**config.mk**
```make
export PLATFORM = sky130hd
export DESIGN_NAME = pc_sequencer
export DESIGN_NICKNAME = d
export VERILOG_FILES = /design/src/rtl/pc_sequencer.sv
export SDC_FILE = /design/constraint.sdc
export NUM_CORES = 1
export LEC_CHECK = 0
export BUFFER_PORTS_ARGS = -buffer_cell sky130_fd_sc_hd__clkbuf_2
export CORE_MARGIN = 1
export CORE_UTILIZATION = 55
export CTS_CLUSTER_DIAMETER = 50
export DETAILED_ROUTE_END_ITERATION = 8
export PLACE_DENSITY = 0.77
export SYNTH_ARGS = -nofsm -noshare
export SYNTH_HDL_FRONTEND = slang
export SYNTH_SLANG_ARGS = --single-unit
```
**constraint.sdc**
```tcl
create_clock -name clk -period 4.2 [get_ports clk]
set_input_delay 0.84 -clock clk [delete_from_list [all_inputs] [get_ports clk]]
set_output_delay 0.84 -clock clk [all_outputs]
set_load 0.01 [all_outputs]
```
**src/rtl/pc_sequencer.sv**
```systemverilog
// Fetch-stage program counter: sequential/branch/jump/call/return sequencing with a
// circular return-address stack, exception vectoring and target alignment checking.
module pc_sequencer #(
    parameter int              WIDTH        = 32,
    parameter int              INSTR_BYTES  = 4,
    parameter logic [WIDTH-1:0] RESET_VECTOR = '0,
    parameter logic [WIDTH-1:0] EXC_VECTOR   = 'h80,
    parameter int              RAS_DEPTH    = 4
) (
    input  logic                             clk,
    input  logic                             rst,
    input  logic [2:0]                       op,
    input  logic                             stall,
    input  logic                             exc,
    input  logic [WIDTH-1:0]                 offset,
    input  logic [WIDTH-1:0]                 target,
    output logic [WIDTH-1:0]                 pc,
    output logic [WIDTH-1:0]                 pc_seq,
    output logic                             redirect,
    output logic                             misalign,
    output logic                             ras_underflow,
    output logic [$clog2(RAS_DEPTH+1)-1:0]   ras_count
);

    localparam int CW = $clog2(RAS_DEPTH + 1);
    localparam int PW = $clog2(RAS_DEPTH);
    localparam logic [WIDTH-1:0] ALIGN_MASK = WIDTH'(INSTR_BYTES - 1);
    localparam logic [WIDTH-1:0] STEP       = WIDTH'(INSTR_BYTES);

    typedef enum logic [2:0] {
        OP_SEQ      = 3'b000,
        OP_BRANCH   = 3'b001,
        OP_JUMP     = 3'b010,
        OP_CALL     = 3'b011,
        OP_RET      = 3'b100,
        OP_HOLD     = 3'b101,
        OP_RELOAD   = 3'b110,
        OP_RESERVED = 3'b111
    } op_e;

    op_e              op_cmd;
    logic [WIDTH-1:0] ras_mem [RAS_DEPTH];
    logic [PW-1:0]    ras_top;
    logic [PW-1:0]    top_inc;
    logic [PW-1:0]    top_dec;

    logic [WIDTH-1:0] pc_next;
    logic [WIDTH-1:0] dest;
    logic [PW-1:0]    top_next;
    logic [CW-1:0]    count_next;
    logic             check_dest;
    logic             push_req;
    logic             push;
    logic             pop;
    logic             clear_ras;
    logic             redirect_next;
    logic             misalign_next;
    logic             underflow_next;

    assign op_cmd = op_e'(op);
    assign pc_seq = pc + STEP;

    // Pointer arithmetic wraps explicitly so non-power-of-two depths stay circular.
    assign top_inc = (ras_top == PW'(RAS_DEPTH - 1)) ? '0 : ras_top + 1'b1;
    assign top_dec = (ras_top == '0) ? PW'(RAS_DEPTH - 1) : ras_top - 1'b1;

    always_comb begin
        pc_next        = pc;
        dest           = pc;
        check_dest     = 1'b0;
        push_req       = 1'b0;
        push           = 1'b0;
        pop            = 1'b0;
        clear_ras      = 1'b0;
        redirect_next  = 1'b0;
        misalign_next  = 1'b0;
        underflow_next = 1'b0;

        if (exc) begin
            pc_next       = EXC_VECTOR;
            redirect_next = 1'b1;
        end else if (!stall) begin
            case (op_cmd)
                OP_SEQ: begin
                    pc_next = pc_seq;
                end
                OP_BRANCH: begin
                    dest       = pc + offset;
                    check_dest = 1'b1;
                end
                OP_JUMP: begin
                    dest       = target;
                    check_dest = 1'b1;
                end
                OP_CALL: begin
                    dest       = target;
                    check_dest = 1'b1;
                    push_req   = 1'b1;
                end
                OP_RET: begin
                    check_dest = 1'b1;
                    if (ras_count != '0) begin
                        dest = ras_mem[ras_top];
                        pop  = 1'b1;
                    end else begin
                        dest           = target;
                        underflow_next = 1'b1;
                    end
                end
                OP_RELOAD: begin
                    pc_next       = RESET_VECTOR;
                    clear_ras     = 1'b1;
                    redirect_next = 1'b1;
                end
                OP_HOLD, OP_RESERVED: begin
                    pc_next = pc;
                end
                default: begin
                    pc_next = pc;
                end
            endcase

            // A misaligned destination vectors to the exception handler; a misaligned
            // RET has already consumed its entry, but a misaligned CALL must not push.
            if (check_dest) begin
                redirect_next = 1'b1;
                if ((dest & ALIGN_MASK) != '0) begin
                    pc_next       = EXC_VECTOR;
                    misalign_next = 1'b1;
                end else begin
                    pc_next = dest;
                end
            end
            push = push_req && !misalign_next;
        end
    end

    always_comb begin
        top_next   = ras_top;
        count_next = ras_count;
        if (clear_ras) begin
            top_next   = '0;
            count_next = '0;
        end else if (push) begin
            top_next = top_inc;
            if (ras_count != CW'(RAS_DEPTH)) begin
                count_next = ras_count + 1'b1;
            end
        end else if (pop) begin
            top_next   = top_dec;
            count_next = ras_count - 1'b1;
        end
    end

    always_ff @(posedge clk or posedge rst) begin
        if (rst) begin
            pc            <= RESET_VECTOR;
            ras_top       <= '0;
            ras_count     <= '0;
            redirect      <= 1'b0;
            misalign      <= 1'b0;
            ras_underflow <= 1'b0;
        end else begin
            pc            <= pc_next;
            ras_top       <= top_next;
            ras_count     <= count_next;
            redirect      <= redirect_next;
            misalign      <= misalign_next;
            ras_underflow <= underflow_next;
        end
    end

    // Stack storage needs no reset; only entries counted by ras_count are ever read.
    always_ff @(posedge clk) begin
        if (push) begin
            ras_mem[top_inc] <= pc_seq;
        end
    end

endmodule

```
==> results of run 1 <==
placed cells by master, fill, tap and decap left out, types with 5 or more instances in the layout:
| cell type | netlist | final |
|---|---|---|
| or2_2 | 5 | 5 |
| a21oi_1 | 41 | 41 |
| a211oi_1 | 9 | 9 |
| clkbuf_16 | 0 | 17 |
| buf_4 | 2 | 19 |
| inv_1 | 19 | 18 |
| edfxtp_1 | 128 | 128 |
| xnor2_1 | 34 | 34 |
| o22ai_1 | 5 | 5 |
| nand2_1 | 61 | 61 |
| a22oi_1 | 21 | 21 |
| nor2_1 | 57 | 56 |
| nand3b_1 | 5 | 5 |
| a21o_1 | 14 | 14 |
| o21ai_0 | 61 | 60 |
| mux4_2 | 31 | 31 |
| and3_1 | 8 | 8 |
| a31oi_1 | 11 | 11 |
| nor3_1 | 12 | 11 |
| clkbuf_2 | 0 | 140 |
| dfrtp_1 | 40 | 39 |
| o211ai_1 | 7 | 7 |
| nand4_1 | 8 | 8 |
| and2_1 | 12 | 12 |
| nand2b_1 | 9 | 9 |
| a221oi_1 | 9 | 9 |
| nand3_1 | 21 | 21 |
| xor2_1 | 19 | 19 |
| a222oi_1 | 14 | 14 |
| nor2b_1 | 6 | 6 |
| ha_1 | 38 | 38 |
per-stage QoR:
step                      utilization, %  hold slack, ns  instance area, um2
after detailed placement            62.6           0.514               10400
after CTS                           66.3           0.528               11000
after floorplan                        -           0.538                9440
after global routing                66.3           0.560               11000
after global placement              62.6           0.519               10400
final                               66.3           0.528               11000
layout make-up:
| cell class | instances | area (um2) |
|---|---|---|
| clock buffer | 20 | 437 |
| multi-input combinational | 581 | 4380 |
| clock inverter | 12 | 176 |
| fill | 1311 | 5610 |
| tap | 220 | 275 |
| inverter | 20 | 75.1 |
| sequential | 168 | 4850 |
| timing repair buffer | 159 | 843 |
report_power, final:
part	total, uW	internal, uW	switching (uW)
Clock	1640	994	643
Combinational	968	432	536
Sequential	1900	1840	57.6
flip-flops by register name, indices dropped and copies added, names as in the netlist:
name / flops
ras_count: 3
misalign: 1
ras_mem: 128
pc: 32
redirect: 1
ras_top: 2
ras_underflow: 1
timing repair:
action,4_1_cts,5_1_grt
resized for setup,0,1
endpoints found under the setup margin,0,1
buffers inserted,0,0
path summary, 6_finish.rpt:
check                      slack, ns  depth (start not counted)          from            to
max                             0.28                          7        pc[14]    pc_seq[25]
min                             0.53                          1  ras_count[0]  ras_count[0]
max reg2reg                     1.03                         11         pc[0]  ras_count[2]
min reg2reg                     0.53                          1  ras_count[0]  ras_count[0]
max in group asynchronous       2.90                          2           rst    ras_top[0]
min in group asynchronous       0.63                          2           rst  ras_count[2]
kinds of logic after synthesis:
logic type	after synthesis	synth area share [%]
flops	168	51.3
xor+xnor	53	4.92
fa+ha+maj	40	5.46
mux	34	7.73
simple gates	225	11.8
compound gates	229	16.3
buf+inv	57	2.45
metal layers:
metal / up-vias / part of all wire, %
met1: 3690 / 41
li1: 3423 / -
met2: 423 / 47
met5: - / 0
met4: 0 / 2.3
met3: 36 / 9.7
worst reg2reg max path, cell delays in order (launching register included):
cell and delay [ns]:
dfrtp_1 0.48, ha_1 0.25, inv_1 0.06, fa_1 0.47
inv_1 0.04, o21ai_1 0.10, o221ai_1 0.30, nor2_1 0.46
fa_1 0.32, mux2_2 0.34, o21ai_0 0.16, a21oi_1 0.06
==> metrics.md, run 1 <==
| Metric | Value |
|---|---|
| GRT Total Usage | `29.8%` |
| Clk_lat worst skew | `0.43 ns` |
| DRT iter0 DRCs | `889` |
| Area of the die | `17700 um2` |
| CTS tree | `done` |
| Max Slew Vio Count | `0` |
| Drt wl/cell | `21.4 um` |
| Clock Sinks | `168` |
| Placed Cells | `1148` |
| I/O Pins | `141` |
| Yosys warnings | `0` |
| Reg clk slew, reported paths | `0.06 ns` |
| Slew Limit Headroom | `33.6%` |
| Post-synth EDFFs | `128` |
| Synth area leader | `edfxtp_1` |
| Port Buffer Count | `140` |
| Die X | `133 um` |
| WP data required | `3.36 ns` |
| P_leak | `0.00447 uW` |
| Status | `finished, final reports clean` |
| PwrDens | `408 nW/um2` |
| Worst slew pin tran | `0.995 ns` |
| Largest stage delay, worst path | `0.53 ns` |
| Layout cells sized above 1 | `24.4%` |
| Die Y | `133 um` |
| Synth top cells by count | `128 x edfxtp_1, 61 x nand2_1, 61 x o21ai_0, 57 x nor2_1, 41 x a21oi_1` |
| Top Usage Layer GRT | `met2` |
| Via count | `7572` |
| Routed WL | `25200 um` |
| Unrepaired setup endpoints after global routing | `false` |
| Final worst path period need | `3.92 ns` |
| Largest net degree at the start of global routing | `41` |
| Post-DRT Antenna Nets | `0` |
| GR Layer Usage met3 | `6.09%` |
| Worst hold path type | `flip-flop to flip-flop` |
| DRT Pass-1 Iters | `5` |
| Global-route wire length before repair | `39200 um` |
| Maxcap violations | `0` |
| Fin. Hold Viols | `0` |
| CTS H-tree lvls | `4` |
| HPWL after DPL | `17600 um` |
| Clock skew | `0.00835 ns` |
| DR DRC count | `0` |
| Placer Congestion | `0.948` |
| Mapped Area | `9440 um2` |
| Synth area leaders | `edfxtp_1 41%, dfrtp_1 11%, mux4_2 7.4%` |
| Synth Instances | `806` |
| Net count, final | `1058` |
| Sequential area share after synthesis | `51.3%` |
| Clock Path Buffers | `2` |
| Starting Density | `56.7%` |
| Fin crit share | `93.4%` |
| Syn nets | `917` |
| Prevailing post-synth register cell | `edfxtp_1` |
| Cts bufs inserted | `17` |
| WP data arrival | `3.08 ns` |
| Mean Syn Cell Area | `11.7 um2` |
| Core area | `16600 um2` |
| Flip-flop and latch count after synthesis | `168` |
| Crit end category | `output port` |
| Final Setup Violations | `0` |
| F_max | `0.255 GHz` |
| Antenna fix cells | `0` |
| # rows | `47` |
| Async SR Flop Fraction | `23.8%` |
| Final std cells w/o fill | `1180` |
| Number of distinct library cells after synthesis | `69` |
| CTS root buf | `clkbuf_16` |
| CP delay by family, top | `simple AND/OR/NAND/NOR gates` |
| Tot Pwr | `4500 uW` |
| Fin Setup TNS | `0 ns` |
| Post-CTS Hold Fix Bufs | `0` |
| Critical Path Start Type | `flip-flop` |
| Met2 Use GR | `46.6%` |
| Vias in the first global route | `7109` |
| GRT met1 Usage | `41.1%` |
| Cells along the critical path | `and4_1, nand4_1, nor3_2, nand3_1, nor2_1, xor2_1, clkbuf_2` |
| Crit-path slowest cell | `dfrtp_1` |
| Area share of the largest cell type after synthesis | `40.7%` |
| Worst vdd ir | `279 uV` |
| Total congestion overflow | `0` |
| Critical-path maximum fanout | `9` |
| Slack of the critical path | `0.279 ns` |
| WS Path Type | `flip-flop to output port` |
| Via density | `6.42` |
| Initial antenna violation count | `0` |
| Worst path bufs/invs | `1` |
| Place WS | `0.641 ns` |
| Synthesis-to-layout area growth | `16.9%` |
| Count leader, synth | `edfxtp_1` |
Power figures use the tool's default switching activity.
==> run 2: changes to the inputs <==
- ABC_AREA: unset -> 1
- PLACE_DENSITY: 0.77 -> 0.76
==> run 2 against run 1 <==
- total power rose by 15%
- synthesized area rose by 15%
- final cell count rose by 55%
- sequential share of layout area fell by 4.9 points
- die area rose by 15%
- clock skew rose by 0.0013 ns
- non-clock buffer count fell by 2
- largest cell class is now multi-input combinational cells
==> metrics.md, run 2 <==
| Metric | Value |
|---|---|
| DR DRC count | `0` |
| PwrDens | `419 nW/um2` |
| Most common cell after layout, fill and taps aside | `nand2_1` |
| Reg2reg end | `ras_mem[2][23]` |
| Most used cell along the critical path | `nand2_2` |
| Synth area leader | `edfxtp_1` |
| Yosys warnings | `0` |
| Maxcap violations | `0` |
| I/O Pins | `141` |
| Place WS | `0.781 ns` |
| Status | `finished, final reports clean` |
| Via density | `5.42` |
| CTS tree | `done` |
| Flip-flop and latch count after synthesis | `168` |
| Post-cts repair resize count | `0` |
| Clock skew | `0.00960 ns` |
| DRT iter0 DRCs | `962` |
| Layout cells sized above 1 | `15.1%` |
| Async SR Flop Fraction | `23.8%` |
| FF-to-FF path depth | `10` |
| Mean Syn Cell Area | `7.67 um2` |
| Total congestion overflow | `0` |
| Worst hold path type | `input port to async pin` |
| WP data required | `3.36 ns` |
| Largest net degree at the start of global routing | `67` |
| Routed WL | `31400 um` |
| Die X | `142 um` |
| Fill cell count | `1770` |
| Core area | `19400 um2` |
| Final worst path period need | `3.73 ns` |
| CTS root buf | `clkbuf_16` |
| WP data arrival | `2.89 ns` |
| Post-synth EDFFs | `128` |
| Critical-path maximum fanout | `6` |
| Clk_lat worst skew | `0.43 ns` |
| Fin Setup TNS | `0 ns` |
| Antenna fix cells | `0` |
| Hold Slack | `0.539 ns` |
| Placer Congestion | `0.959` |
| Worst slew pin tran | `0.735 ns` |
| Final Setup Violations | `0` |
| Crit end category | `output port` |
| F_max | `0.268 GHz` |
| Clock Path Buffers | `2` |
| Synth top cells by count | `505 x nand2_1, 194 x inv_1, 128 x edfxtp_1, 102 x nor2_1, 90 x nand3_1` |
| Synth Instances | `1415` |
| Fin crit share | `88.9%` |
| Global-route wire length before repair | `48500 um` |
| Synth area leaders | `edfxtp_1 35%, nand2_1 17%, dfrtp_1 9.2%` |
| Vias in the first global route | `9022` |
| Post-DRT Antenna Nets | `0` |
| Cts bufs inserted | `17` |
| Slew Limit Headroom | `50.5%` |
| Post-CTS Hold Fix Bufs | `0` |
| Initial antenna violation count | `0` |
| Starting Density | `56.0%` |
| Port Buffer Count | `140` |
| P_leak | `0.00612 uW` |
| Reg clk slew, reported paths | `0.07 ns` |
| Worst vdd ir | `422 uV` |
| Mapped Area | `10900 um2` |
| CTS H-tree lvls | `4` |
| Number of distinct library cells after synthesis | `50` |
| Top reg by flops | `ras_mem` |
| WS Path Type | `flip-flop to output port` |
| Cells along the critical path | `ha_1, nand3_2, nor3_4, nand2_2, nor2_4, nand2_2, xnor2_1, clkbuf_2` |
| Slack of the critical path | `0.466 ns` |
| DRT Pass-1 Iters | `5` |
| Sequential area share after synthesis | `44.6%` |
| Largest regs | `ras_mem (128), pc (32), ras_count (3)` |
| R2R setup slack | `1.23 ns` |
| Max Slew Vio Count | `0` |
| Via count | `9905` |
| Count leader, synth | `nand2_1` |
| Largest stage delay, worst path | `0.52 ns` |
| FF-to-FF Start | `pc[0]` |
| Drt wl/cell | `17.2 um` |
| Area of the die | `20300 um2` |
| Critical Path Start Type | `flip-flop` |
| Prevailing post-synth register cell | `edfxtp_1` |
| Post-CTS Setup Bufs | `0` |
| Fin. Hold Viols | `0` |
| GRT Total Usage | `32.0%` |
| Unrepaired setup endpoints after global routing | `false` |
| Net count, final | `1661` |
| Most frequent cells in the layout | `505 x nand2_1, 194 x inv_1, 140 x clkbuf_2` |
| Crit-path slowest cell | `xnor2_1` |
| # rows | `51` |
| HPWL after DPL | `22900 um` |
| Area share of the largest cell type after synthesis | `35.4%` |
| Tot Pwr | `5200 uW` |
| Synthesis-to-layout area growth | `14.3%` |
| Max reg flops | `128` |
| Clock Sinks | `168` |
| Syn nets | `1526` |
| Die Y | `142 um` |
-- run 2: worst max-delay path by stage --
stage / start / to / slack, ns / cells after the start
6_report: pc[2] / pc_seq[26] / 0.47 / 8
5_1_grt: pc[2] / pc_seq[26] / 0.26 / 8
4_1_cts: pc[2] / pc_seq[26] / 0.48 / 8
3_5_place_dp: op[1] / ras_mem[1][29] / 0.78 / 12
3_3_place_gp: op[1] / ras_mem[0][29] / 0.89 / 12
2_1_floorplan: offset[0] / ras_mem[0][0] / 0.31 / 9
-- run 2: cell families after synthesis --
logic type               after synthesis  share of synthesized area [%]
AO/OA/AOI/OAI                        161                           9.08
AND/OR/NAND/NOR                      772                           30.4
adder cells (fa/ha/maj)               40                           4.75
buffers and inverters                251                           9.27
XOR/XNOR                              23                           1.92
flip-flops                           168                           44.6
-- run 2: critical path: cells and delay by family, from the launching register on --
family | cells | cell delay (ns)
and+or+nand+nor | 5 | 0.91
adders and majority gates | 1 | 0.28
buffers and inverters | 1 | 0.24
xor gates and xnor gates | 1 | 0.52
DFF | 1 | 0.51
-- run 2: routing by layer --
| metal | track usage (%) | share of wire (%) |
|---|---|---|
| met5 | 0 | 0 |
| met1 | 43.4 | 42 |
| met3 | 5.28 | 8.9 |
| met2 | 51.2 | 45 |
| met4 | 12.9 | 3.3 |
-- run 2: power breakdown --
group	switching [uW]	internal (uW)
combinational	1140	508
clock	656	940
sequential	84.9	1870
total	1880	3310
-- run 2: cell type report --
cell class	count	area, um2	area share [%]
Timing Repair Buffer	157	828	6.67
Inverter	210	788	6.35
Clock inverter	14	171	1.38
Multi-Input combinational cell	996	5020	40.4
Sequential cell	168	4850	39.0
Clock buffer	18	429	3.46
Tap cell	265	332	2.67
-- run 2: stage by stage --
stage	utilization [%]	cell area, um2	cells
6_report	64.0	12400	1828
3_3_place_gp	60.9	11800	1796
4_1_cts	64.0	12400	1828
3_5_place_dp	60.9	11800	1796
5_1_grt	64.0	12400	1828
2_1_floorplan	-	10900	1415
